### config.mk
export PLATFORM = sky130hd
export DESIGN_NAME = doorlock_ctrl
export DESIGN_NICKNAME = d
export VERILOG_FILES = /design/src/rtl/doorlock_ctrl.sv
export SDC_FILE = /design/constraint.sdc
export NUM_CORES = 1
export LEC_CHECK = 0
export BUFFER_PORTS_ARGS = -buffer_cell sky130_fd_sc_hd__buf_2
export CORE_MARGIN = 2
export CORE_UTILIZATION = 50
export CTS_CLUSTER_DIAMETER = 200
export CTS_CLUSTER_SIZE = 28
export DETAILED_ROUTE_END_ITERATION = 8
export PLACE_DENSITY = 0.78
export SYNTH_ARGS = -nofsm -noshare
export SYNTH_HDL_FRONTEND = slang
export SYNTH_SLANG_ARGS = --single-unit
export TNS_END_PERCENT = 10
### constraint.sdc
create_clock -name clk -period 1.8 [get_ports clk]
set_input_delay 0.09 -clock clk [delete_from_list [all_inputs] [get_ports clk]]
set_output_delay 0.09 -clock clk [all_outputs]
set_load 0.01 [all_outputs]
### src/rtl/doorlock_ctrl.sv
// rtl/doorlock_ctrl.sv - doorlock FSM: timed unlock, failed-attempt count, optional lockout
// Optional timed lockout with alarm is built only when DOORLOCK_LOCKOUT_EN is defined.
module doorlock_ctrl #(
    parameter int UNLOCK_CYCLES  = 16,
    parameter int LOCKOUT_CYCLES = 64,
    parameter int MAX_FAIL       = 3
) (
    input  logic       clk,
    input  logic       rst_n,
    input  logic       enter,
    input  logic       match,
    output logic       unlock,
    output logic       err,
    output logic       alarm,
    output logic [2:0] fail_cnt,
    output logic [2:0] state
);

    localparam int TMAX = (UNLOCK_CYCLES > LOCKOUT_CYCLES) ? UNLOCK_CYCLES : LOCKOUT_CYCLES;
    localparam int TW   = (TMAX > 1) ? $clog2(TMAX) : 1;
    localparam logic [TW-1:0] UNLOCK_LOAD  = TW'(UNLOCK_CYCLES - 1);
    localparam logic [2:0]    MAX_FAIL_C   = 3'(MAX_FAIL);
`ifdef DOORLOCK_LOCKOUT_EN
    localparam logic [TW-1:0] LOCKOUT_LOAD = TW'(LOCKOUT_CYCLES - 1);
`endif

    typedef enum logic [2:0] {
        ST_IDLE    = 3'd0,
        ST_OPEN    = 3'd1,
        ST_FAIL    = 3'd2,
        ST_LOCKOUT = 3'd3
    } state_e;

    state_e          state_q, state_d;
    logic [TW-1:0]   timer_q, timer_d;
    logic [2:0]      fail_cnt_q, fail_cnt_d;
    logic            enter_q, enter_d;
    logic            unlock_q, unlock_d;
    logic            err_q, err_d;
    logic            alarm_q, alarm_d;
    logic            attempt;
    logic [2:0]      fail_inc;

    assign attempt = enter & ~enter_q;
    assign enter_d = enter;

    always_comb begin
        state_d    = state_q;
        timer_d    = timer_q;
        fail_cnt_d = fail_cnt_q;
        fail_inc   = (fail_cnt_q >= MAX_FAIL_C) ? MAX_FAIL_C : fail_cnt_q + 3'd1;

        case (state_q)
            ST_IDLE: begin
                if (attempt) begin
                    if (match) begin
                        state_d    = ST_OPEN;
                        timer_d    = UNLOCK_LOAD;
                        fail_cnt_d = 3'd0;
                    end else begin
                        state_d = ST_FAIL;
                    end
                end
            end
            ST_OPEN: begin
                if (timer_q == '0) state_d = ST_IDLE;
                else               timer_d = timer_q - 1'b1;
            end
            ST_FAIL: begin
                fail_cnt_d = fail_inc;
                state_d    = ST_IDLE;
`ifdef DOORLOCK_LOCKOUT_EN
                if (fail_inc == MAX_FAIL_C) begin
                    state_d = ST_LOCKOUT;
                    timer_d = LOCKOUT_LOAD;
                end
`endif
            end
`ifdef DOORLOCK_LOCKOUT_EN
            ST_LOCKOUT: begin
                if (timer_q == '0) begin
                    state_d    = ST_IDLE;
                    fail_cnt_d = 3'd0;
                end else begin
                    timer_d = timer_q - 1'b1;
                end
            end
`endif
            default: state_d = ST_IDLE;
        endcase

        // Outputs are flopped from the next state so they change only on the clock edge.
        unlock_d = (state_d == ST_OPEN);
        err_d    = (state_d == ST_FAIL);
`ifdef DOORLOCK_LOCKOUT_EN
        alarm_d  = (state_d == ST_LOCKOUT);
`else
        alarm_d  = 1'b0;
`endif
    end

    always_ff @(posedge clk or negedge rst_n) begin
        if (!rst_n) begin
            state_q    <= ST_IDLE;
            timer_q    <= '0;
            fail_cnt_q <= 3'd0;
            enter_q    <= 1'b0;
            unlock_q   <= 1'b0;
            err_q      <= 1'b0;
            alarm_q    <= 1'b0;
        end else begin
            state_q    <= state_d;
            timer_q    <= timer_d;
            fail_cnt_q <= fail_cnt_d;
            enter_q    <= enter_d;
            unlock_q   <= unlock_d;
            err_q      <= err_d;
            alarm_q    <= alarm_d;
        end
    end

    assign unlock   = unlock_q;
    assign err      = err_q;
    assign fail_cnt = fail_cnt_q;
    assign state    = state_q;
`ifdef DOORLOCK_LOCKOUT_EN
    assign alarm    = alarm_q;
`else
    assign alarm    = 1'b0;
`endif

endmodule
Word level (Yosys, flattened, before mapping). Index checks and enable logic that the tools add are counted.

Register bits: 15. Input bits: 4. Output and inout port bits: 9. Logic and storage cells: 36.

Add/sub/neg operators: 2. Magnitude comparators: 1. Equality and inequality tests: 7. Muxes and demuxes: 12. Bitwise gates (word level): 2. Reduce and logical (&&, ||, !) cells: 6.

Operator list (count): two-way mux 6 bit (3); two-way mux 3 bit (5); case mux 3 bit (2 select lines) (2); case mux 6 bit (2 select lines) (1); equality test 3 x 1 -> 1 bit (second input constant) (2); equality test 3 x 2 -> 1 bit (second input constant) (2); logical NOT 6 bit (1); inequality test 2 bit (second input constant) (3); subtractor 6 x 1 -> 6 bit (second input constant) (1); AND reduction 4 bit (1); nonzero test 2 bit (2); adder 3 x 1 -> 3 bit (second input constant) (1); greater-or-equal comparator 3 x 2 -> 1 bit (second input constant) (1); logical NOT 3 bit (1); AND reduction 3 bit (1); two-way mux 2 bit (1); AND 1 bit (1); inverter 1 bit (1).

Depth between registers and ports, before layout. Gate-level depths: netlist of run 1.

Depth after elaboration: 5. Depth in mapped cells: 6.

Worst setup path after synthesis of run 1. OpenSTA, ideal clock, no wires.

Path kind: register to register. Start: reg timer_q[0]. End: reg timer_q[2]. Arrival time: 1.391 ns. Required time: 1.680 ns. Slack: 0.288 ns. Stages on the path, launching flop included: 7. Clock period less this slack: 1.512 ns. Cells stage by stage: dfrtp_1 inv_1 ha_1 nor2b_1 a21boi_4 or2_4 o211a_1.

Word-level cells in the longest chain between the ends: 3. Elaborated cells between the ends (all ways): 6. Classes of those cells: add/sub (1); eq/ne (1); mux (2); reduce/logical (2).

RTL lines: start: declaration (RTL line 35) `logic [TW-1:0] timer_q, timer_d;`; start signal: assignment (RTL line 113) `timer_q <= timer_d;`; subtractor 6 x 1 -> 6 bit or logical NOT 6 bit (tied branches) (RTL line 67, 66); two-way mux 6 bit or inequality test 2 bit (tied branches); case mux 6 bit (2 select lines) or AND reduction 4 bit (tied branches).

Several ways; a longest one is shown, not always the timed one. The select of a mux whose other input is x is not followed. A chain may end at the register's enable or synchronous reset.

Worst setup path after layout of run 1. Ends and elaborated chain as after synthesis.

==> results of run 1 <==
registers in the layout, summed over array words and instances (netlist names):
name and count:
timer_q 6, unlock 1, enter_q 1, err 1
fail_cnt 3, state 3
through the flow:
stage                     worst slack, ns  hold slack [ns]  cell area, um2
after detailed placement            0.198          0.00826             807
after global placement              0.238          0.00710             807
after CTS                           0.182            0.224             863
after global routing               0.0875            0.265             863
final                               0.198            0.220             863
after floorplan                     0.288           -0.206             741
power breakdown:
group	switching [uW]	internal [uW]	leakage [uW]	total [uW]
clock network	107	86.3	0.0000150	193
logic	112	101	0.000220	212
registers	64.1	393	0.000184	457
worst paths after layout:
path                            start     endpoint  slack (ns)  cells after the start
setup / recovery           timer_q[0]   timer_q[2]        0.20                      6
hold / removal                  rst_n      enter_q        0.22                      2
setup reg to reg           timer_q[0]   timer_q[2]        0.20                      6
hold reg to reg               enter_q          err        0.47                      1
max in group asynchronous       rst_n  fail_cnt[2]        1.33                      2
min in group clk              enter_q          err        0.47                      1
cell usage after synthesis (all sizes together):
master   n
nor4bb   2
nand4    1
ha       4
o31ai    2
o21ai    3
buf      1
and2     1
nor3     5
a211o    1
nand2    6
mux2i    1
a32o     1
or2      2
a21boi   1
dfrtp   15
nand3b   1
a21oi    2
nor2b    1
conb     1
o211a    2
nand3    2
nor3b    2
inv      4
nor2     5
and3b    1
cell families (layout without fill, tap and decap cells):
group | Yosys count | count (layout) | synth area share, %
other | 1 | 2 | 0.509
buffers and inverters | 5 | 22 | 3.06
and+or+nand+nor | 29 | 29 | 24.1
adders and majority gates | 4 | 4 | 6.79
muxes | 1 | 1 | 1.36
AOI/OAI and AO/OA | 12 | 12 | 13.2
DFF | 15 | 15 | 50.9
what timing repair did:
action,CTS,global route
endpoints found under the hold margin,18,0
hold buffers,3,0
setup endpoints to repair,0,0
routing by layer:
metal,wire (um),global-route usage [%]
met1,546,21.2
met4,38,11.3
met3,66,3.88
met2,606,28.6
met5,0,0
layout make-up:
cell class	count	area [um2]	area share, %
sequential	15	375	43.5
multi-input combinational	48	343	39.7
timing repair buffer	14	85.1	9.86
clock buffer	4	26.3	3.04
tap	15	18.8	2.17
inverter	4	15.0	1.74
==> impl_metrics.csv, run 1 <==
group,metric,value,unit
routing,first_pass_iters,4,
cts,clockBufferDepth,2,
layout,final_core_util,64.7,%
worst_setup_path,cp_slowest_cell,"dfrtp_1",
logic_synthesis,synth_top_cell_area_share,50.9,%
layout,final_common_cell,"dfrtp_1",
die,die_x,42.4,um
grt,grt_pass1_wl,2330,um
die,coreArea,1330,um2
die,rows,13,
routing,drcViolationCount,0,
pwr,power.total,863,uW
cts,htree_num_levels,1,
grt,grt_pass1_vias,554,
sta,drv_slew,0,
logic_synthesis,synth_warnings,0,
pwr,max-vdd-ir-drop,601,uV
logic_synthesis,yosysSeqAreaShare,50.9,%
worst_hold_path,hp-class,"in -> async",
sta,clock.fmax,0.624,GHz
routing,drtAntennaViolNets,0,
grt,grtUsageTotal,17.7,%
cts,clk_pin_slew,0.09,ns
placement,dpl.hpwl,946,um
logic_synthesis,yosys.area.top_type,"dfrtp_1",
logic_synthesis,synth_cell_types,28,
cts,tritoncts,"done",
sta,fin_crit_sh,89.0,%
layout,final_cell_mix,"15 x dfrtp_1, 11 x buf_2, 6 x nand2_1, 5 x nor2_1",
logic_synthesis,synth_cells,67,
layout,instances_no_fill,100,
cts,clk_latency,0.29,ns
worst_setup_path,cp_top_family,"simple AND/OR/NAND/NOR gates",
worst_setup_path,cpPeakStageDelay,0.41,ns
outcome,status,"completed",
sta,tns,0,ns
routing,routedWlPerCell,12.6,um
cts,cts_sinks,15,
routing,viasPerCell,5.75,
logic_synthesis,synth_seq_cells,15,
grt,antenna_found_initial,0,
pwr,powerDensity,999,nW/um2
layout,fillers,127,
worst_setup_path,path_max_fanout,10,
worst_setup_path,crit_arrival,1.78,ns
sta,fin_crit,1.60,ns
sta,setup_viol,0,
pwr,leakagePower,0.000420,uW
flow_run,cap_violations,0,
worst_setup_path,endpoint_kind,"register",
logic_synthesis,syn_area,737,um2
layout,finish.net_count,94,
worst_setup_path,setup.worst_path.start_class,"register",
logic_synthesis,syn_avg_cell_area,11.0,um2
grt,grt-ovfl-total,0,
worst_setup_path,critPathKind,"reg -> reg",
die,start_util,55.3,%
die,dieArea,1800,um2
logic_synthesis,netlist_top_cells_area,"dfrtp_1 51%, ha_1 6.8%, nand2_1 3.1%",
placement,portBuffers,11,
cts,root_buffer,"clkbuf_4",
routing,vias,575,
worst_setup_path,path_cells,"inv_1 -> ha_1 -> nor2b_1 -> a21boi_4 -> or2_4 -> o211a_1",
sta,rsz0062_at_grt,"no",
placement,place_inst,93,
grt,grt_max_degree,16,
routing,dr.first_iter.drc_count,5,
sta,finalHoldViolations,0,
worst_setup_path,crit_buf_inv,1,
sta,clock_skew,0.00807,ns
worst_setup_path,cp.required,1.98,ns
cts,cts_resized,0,
die,chipHeight,42.4,um
die,io_pins,13,
layout,syn_to_final_growth,17.1,%
routing,postRouteWirelength,1260,um
layout,drive_above_1_share,22.4,%
placement,gp_congestion,0.789,
cts,cts_setup_buffers,0,
layout,antenna_cells,0,
cts,cts_buffers,3,
Note: power is estimated with default switching activity, not from simulation.
==> run 2: changes to the inputs <==
Settings changed: CORE_UTILIZATION 50 to 52, PLACE_DENSITY 0.78 to 0.8, SLEW_MARGIN from default to 20.
==> impl_metrics.csv, run 2 (same netlist as run 1, synthesis figures left out) <==
group,metric,value,unit
outcome,status,"completed",
routing,first_pass_iters,3,
layout,finish.net_count,94,
pwr,max-vdd-ir-drop,701,uV
layout,antenna_cells,0,
sta,tns,0,ns
worst_setup_path,path_cells,"inv_1 -> ha_1 -> nor2b_1 -> a21boi_4 -> or2_4 -> o211a_1",
sta,rsz0062_at_grt,"no",
routing,routedWlPerCell,13.4,um
layout,final_common_cell,"dfrtp_1",
flow_run,cap_violations,0,
die,coreArea,1320,um2
cts,cts_buffers,3,
pwr,powerDensity,1000,nW/um2
sta,setup_viol,0,
worst_setup_path,cp.required,1.98,ns
placement,portBuffers,11,
die,io_pins,13,
placement,gp_congestion,0.761,
die,dieArea,1730,um2
cts,cts_resized,0,
worst_setup_path,setup.worst_path.start_class,"register",
worst_setup_path,path_max_fanout,10,
routing,met1_length,576,um
cts,root_buffer,"clkbuf_4",
cts,clockBufferDepth,2,
placement,dpl.hpwl,939,um
die,chipHeight,41.6,um
routing,wl_met3,53,um
die,rows,13,
routing,dr.max_layer_used,"met4",
cts,clk_latency,0.28,ns
sta,clock.fmax,0.609,GHz
layout,largest-register,"timer_q",
routing,drtAntennaViolNets,0,
cts,cts_sinks,15,
grt,grt_max_degree,16,
worst_setup_path,crit_arrival,1.82,ns
sta,holdWs,0.227,ns
layout,syn_to_final_growth,17.3,%
worst_setup_path,critPathKind,"reg -> reg",
layout,largest_register_ffs,6,
sta,fin_crit,1.64,ns
routing,met2_wirelength,696,um
worst_setup_path,cp_slowest_cell,"dfrtp_1",
sta,drv_slew,0,
sta,layout_setup_ws,0.159,ns
layout,final_cell_mix,"15 x dfrtp_1, 11 x buf_2, 6 x nand2_1, 5 x nor2_1",
routing,postRouteWirelength,1340,um
grt,grt_pass1_vias,539,
layout,drive_above_1_share,23.5,%
routing,vias,547,
worst_setup_path,cpPeakStageDelay,0.42,ns
layout,fillers,100,
die,die_x,41.6,um
pwr,leakagePower,0.000423,uW
die,start_util,55.9,%
cts,htree_num_levels,1,
sta,clock_skew,0.00419,ns
routing,dr.first_iter.drc_count,6,
routing,viasPerCell,5.47,
sta,fin_crit_sh,91.2,%
placement,dpl_worst_slack,0.192,ns
sta,finalHoldViolations,0,
grt,antenna_found_initial,0,
cts,postCtsHoldBufs,3,
cts,cts_setup_buffers,0,
grt,grtUsageTotal,17.0,%
grt,grt_pass1_wl,2260,um
grt,grt-ovfl-total,0,
routing,drcViolationCount,0,
worst_hold_path,hp-class,"in -> async",
cts,tritoncts,"done",
cts,clk_pin_slew,0.09,ns
worst_setup_path,endpoint_kind,"register",
==> run 2: layout make-up <==
cell class	instances	area, um2	area share (%)
well taps	15	18.8	2.17
inverters	4	15.0	1.74
clock inverters	1	5.00	0.579
clock buffers	3	22.5	2.60
flip-flops and latches	15	375	43.4
multi-input cells	48	343	39.7
repair buffers	14	85.1	9.84
==> run 2: metal layers <==
metal  track usage (%)  vias up
li1                  -      271
met4              5.81        0
met2              29.7       11
met5                 0        -
met3              3.91        2
met1              20.5      263
==> run 2: power breakdown <==
part / switching (uW) / total (uW) / leakage [uW] / internal [uW]
Combinational: 118 / 221 / 0.000220 / 103
Sequential: 64.4 / 458 / 0.000184 / 393
Clock: 108 / 190 / 0.0000177 / 82.4
==> run 2: final timing paths <==
path	from	end	slack [ns]	cells after the start
setup reg to reg	timer_q[0]	timer_q[3]	0.16	6
max in group asynchronous	rst_n	state[1]	1.33	2
hold / removal	rst_n	timer_q[5]	0.23	2
setup / recovery	timer_q[0]	timer_q[3]	0.16	6
min in group clk	enter_q	err	0.48	1
hold reg to reg	enter_q	err	0.48	1
==> run 2: per-stage QoR <==
stage	cell area (um2)	total power (uW)	std cells	utilization, %
final	865	869	100	65.6
after CTS	865	875	100	65.6
after global routing	865	924	100	65.6
after floorplan	741	606	68	-
after detailed placement	807	671	93	61.3
after global placement	807	660	93	61.3
==> run 2: worst max-delay path: cells and delay by family, from the launching register on <==
family | cells | cell delay (ns)
buffers and inverters | 1 | 0.12
flip-flops | 1 | 0.42
AO/OA/AOI/OAI | 2 | 0.33
AND/OR/NAND/NOR | 2 | 0.49
adder cells (fa/ha/maj) | 1 | 0.18
==> run 3: changes to the inputs <==
Settings changed: ABC_AREA from default to 1, CORE_UTILIZATION 52 to 53, PLACE_DENSITY 0.8 to 0.81.
==> impl_metrics.csv, run 3 <==
group,metric,value,unit
layout,fillers,102,
outcome,status,"completed",
worst_setup_path,crit_arrival,1.63,ns
worst_setup_path,setup.worst_path.start_class,"register",
sta,fin_crit,1.43,ns
logic_synthesis,ys_top_cells_by_count,"34 x nand2_1, 15 x dfrtp_1, 11 x inv_1, 11 x nand3_1, 9 x nor2_1",
cts,postCtsHoldBufs,3,
routing,drtAntennaViolNets,0,
routing,postRouteWirelength,1520,um
cts,root_buffer,"clkbuf_4",
cts,cts_sinks,15,
sta,clock.fmax,0.697,GHz
layout,largest-register,"timer_q",
worst_setup_path,cp.required,1.99,ns
logic_synthesis,async_flop_share,100,%
cts,clk_pin_slew,0.10,ns
logic_synthesis,synth_warnings,0,
routing,drcViolationCount,0,
worst_setup_path,critPathKind,"reg -> reg",
layout,instances_no_fill,130,
routing,wl_met3,58,um
sta,clock_skew,0.000488,ns
cts,cts_buffers,3,
sta,setup_viol,0,
sta,tns,0,ns
layout,syn_to_final_growth,16.5,%
cts,cts_resized,0,
placement,gp_congestion,0.832,
die,start_util,58.6,%
routing,routedWlPerCell,11.7,um
logic_synthesis,synth_top_cell_area_share,47.5,%
pwr,powerDensity,1100,nW/um2
logic_synthesis,synth_cell_types,15,
layout,finish.net_count,124,
worst_setup_path,endpoint_kind,"register",
die,io_pins,13,
layout,largest_register_ffs,6,
placement,portBuffers,11,
die,dieArea,1820,um2
pwr,leakagePower,0.000521,uW
grt,grt_pass1_vias,655,
cts,clk_latency,0.29,ns
grt,grt_max_degree,16,
routing,vias,661,
worst_setup_path,r2r_slack,0.37,ns
die,rows,13,
grt,grtUsageTotal,19.0,%
layout,final_cell_mix,"34 x nand2_1, 15 x dfrtp_1, 11 x inv_1, 11 x nand3_1, 11 x buf_2",
cts,htree_num_levels,1,
worst_setup_path,crit_buf_inv,0,
layout,antenna_cells,0,
worst_hold_path,hp-class,"in -> async",
cts,tritoncts,"done",
die,chipHeight,42.6,um
die,die_x,42.6,um
worst_setup_path,path_cells,"ha_1 -> ha_1 -> nor2_1 -> nand2_1 -> o21ai_0 -> nand2_1",
pwr,max-vdd-ir-drop,654,uV
routing,viasPerCell,5.08,
logic_synthesis,netlist_top_cells_area,"dfrtp_1 47%, nand2_1 16%, nand3_1 7.0%",
layout,final_core_util,68.2,%
logic_synthesis,synth_cells,97,
routing,met1_length,663,um
cts,cts_setup_buffers,0,
routing,met2_wirelength,773,um
logic_synthesis,synth_seq_cells,15,
sta,rsz0062_at_grt,"no",
grt,grt_pass1_wl,2560,um
worst_setup_path,cpPeakStageDelay,0.44,ns
cts,clockBufferDepth,2,
logic_synthesis,syn_area,791,um2
die,coreArea,1350,um2
sta,drv_slew,0,
logic_synthesis,synth_edf_count,0,
layout,drive_above_1_share,16.5,%
layout,final_common_cell,"nand2_1",
routing,dr.first_iter.drc_count,14,
flow_run,cap_violations,0,
sta,fin_crit_sh,79.7,%
sta,finalHoldViolations,0,
logic_synthesis,yosys.area.top_type,"dfrtp_1",
logic_synthesis,syn_avg_cell_area,8.15,um2
grt,antenna_found_initial,0,
placement,place_inst,123,
routing,dr.max_layer_used,"met4",
routing,first_pass_iters,6,
placement,dpl.hpwl,1090,um
worst_setup_path,cp_top_family,"flip-flops",
logic_synthesis,synthMostInstantiatedCell,"nand2_1",
logic_synthesis,yosysSeqAreaShare,47.5,%
logic_synthesis,ys.flop_type,"dfrtp_1",
grt,grt-ovfl-total,0,
worst_setup_path,cp_slowest_cell,"dfrtp_1",
worst_setup_path,path_max_fanout,5,
-- run 3: cell count changes after synthesis, sizes merged, moves of 2 or more --
cell and delta:
a21oi -2, or2 -2, o21ai -2, nand3 +9
nor3b -2, nor3 -4, o211a -2, nor4bb -2
nor4 +2, nand2 +31, inv +7, nor2 +4
o31ai -2
-- run 3: power by group --
part,internal [uW],leakage [uW],total [uW],switching (uW)
Sequential,407,0.000189,480,73.0
Clock,84.7,0.0000139,206,122
Combinational,129,0.000318,324,196
Total,621,0.000521,1010,391
-- run 3: final cells by class --
class	instances	area [um2]	area share, %
Multi-Input combinational cell	71	370	40.2
Clock buffer	3	22.5	2.45
Inverter	11	41.3	4.48
Timing Repair Buffer	14	85.1	9.24
Sequential cell	15	375	40.8
Clock inverter	1	7.51	0.815
Tap cell	15	18.8	2.04
-- run 3: final timing paths --
check                               to  depth (start not counted)   startpoint
setup / recovery           fail_cnt[1]                          6  fail_cnt[0]
setup reg to reg           fail_cnt[1]                          6  fail_cnt[0]
max in group asynchronous     state[1]                          2        rst_n
min in group clk               enter_q                          2        enter
hold reg to reg             timer_q[0]                          2   timer_q[0]
hold / removal             fail_cnt[2]                          2        rst_n
-- run 3: cells by family (layout without fill, tap and decap cells) --
| family | after synthesis | after routing | share of synthesized area, % |
|---|---|---|---|
| fa+ha+maj | 4 | 4 | 6.33 |
| compound gates | 2 | 2 | 1.58 |
| xor+xnor | 1 | 1 | 1.11 |
| other cells | 1 | 2 | 0.474 |
| buf+inv | 12 | 29 | 6.17 |
| flops | 15 | 15 | 47.5 |
| simple gates | 62 | 62 | 36.9 |
-- run 3: metal layers --
metal | vias to the layer above | GRT usage (%)
met1 | 304 | 22.7
met5 | - | 0
li1 | 338 | -
met4 | 0 | 11.3
met2 | 15 | 30.3
met3 | 4 | 5.17
-- run 3: stage by stage --
| step | setup WS, ns | hold WS, ns | cell area, um2 | power [uW] |
|---|---|---|---|---|
| 6_report | 0.366 | 0.211 | 921 | 1010 |
| 5_1_grt | 0.281 | 0.255 | 921 | 1070 |
| 4_1_cts | 0.385 | 0.217 | 921 | 1010 |
| 3_5_place_dp | 0.398 | 0.00648 | 861 | 800 |
| 3_3_place_gp | 0.522 | 0.00574 | 861 | 773 |
| 2_1_floorplan | 0.513 | -0.206 | 795 | 706 |
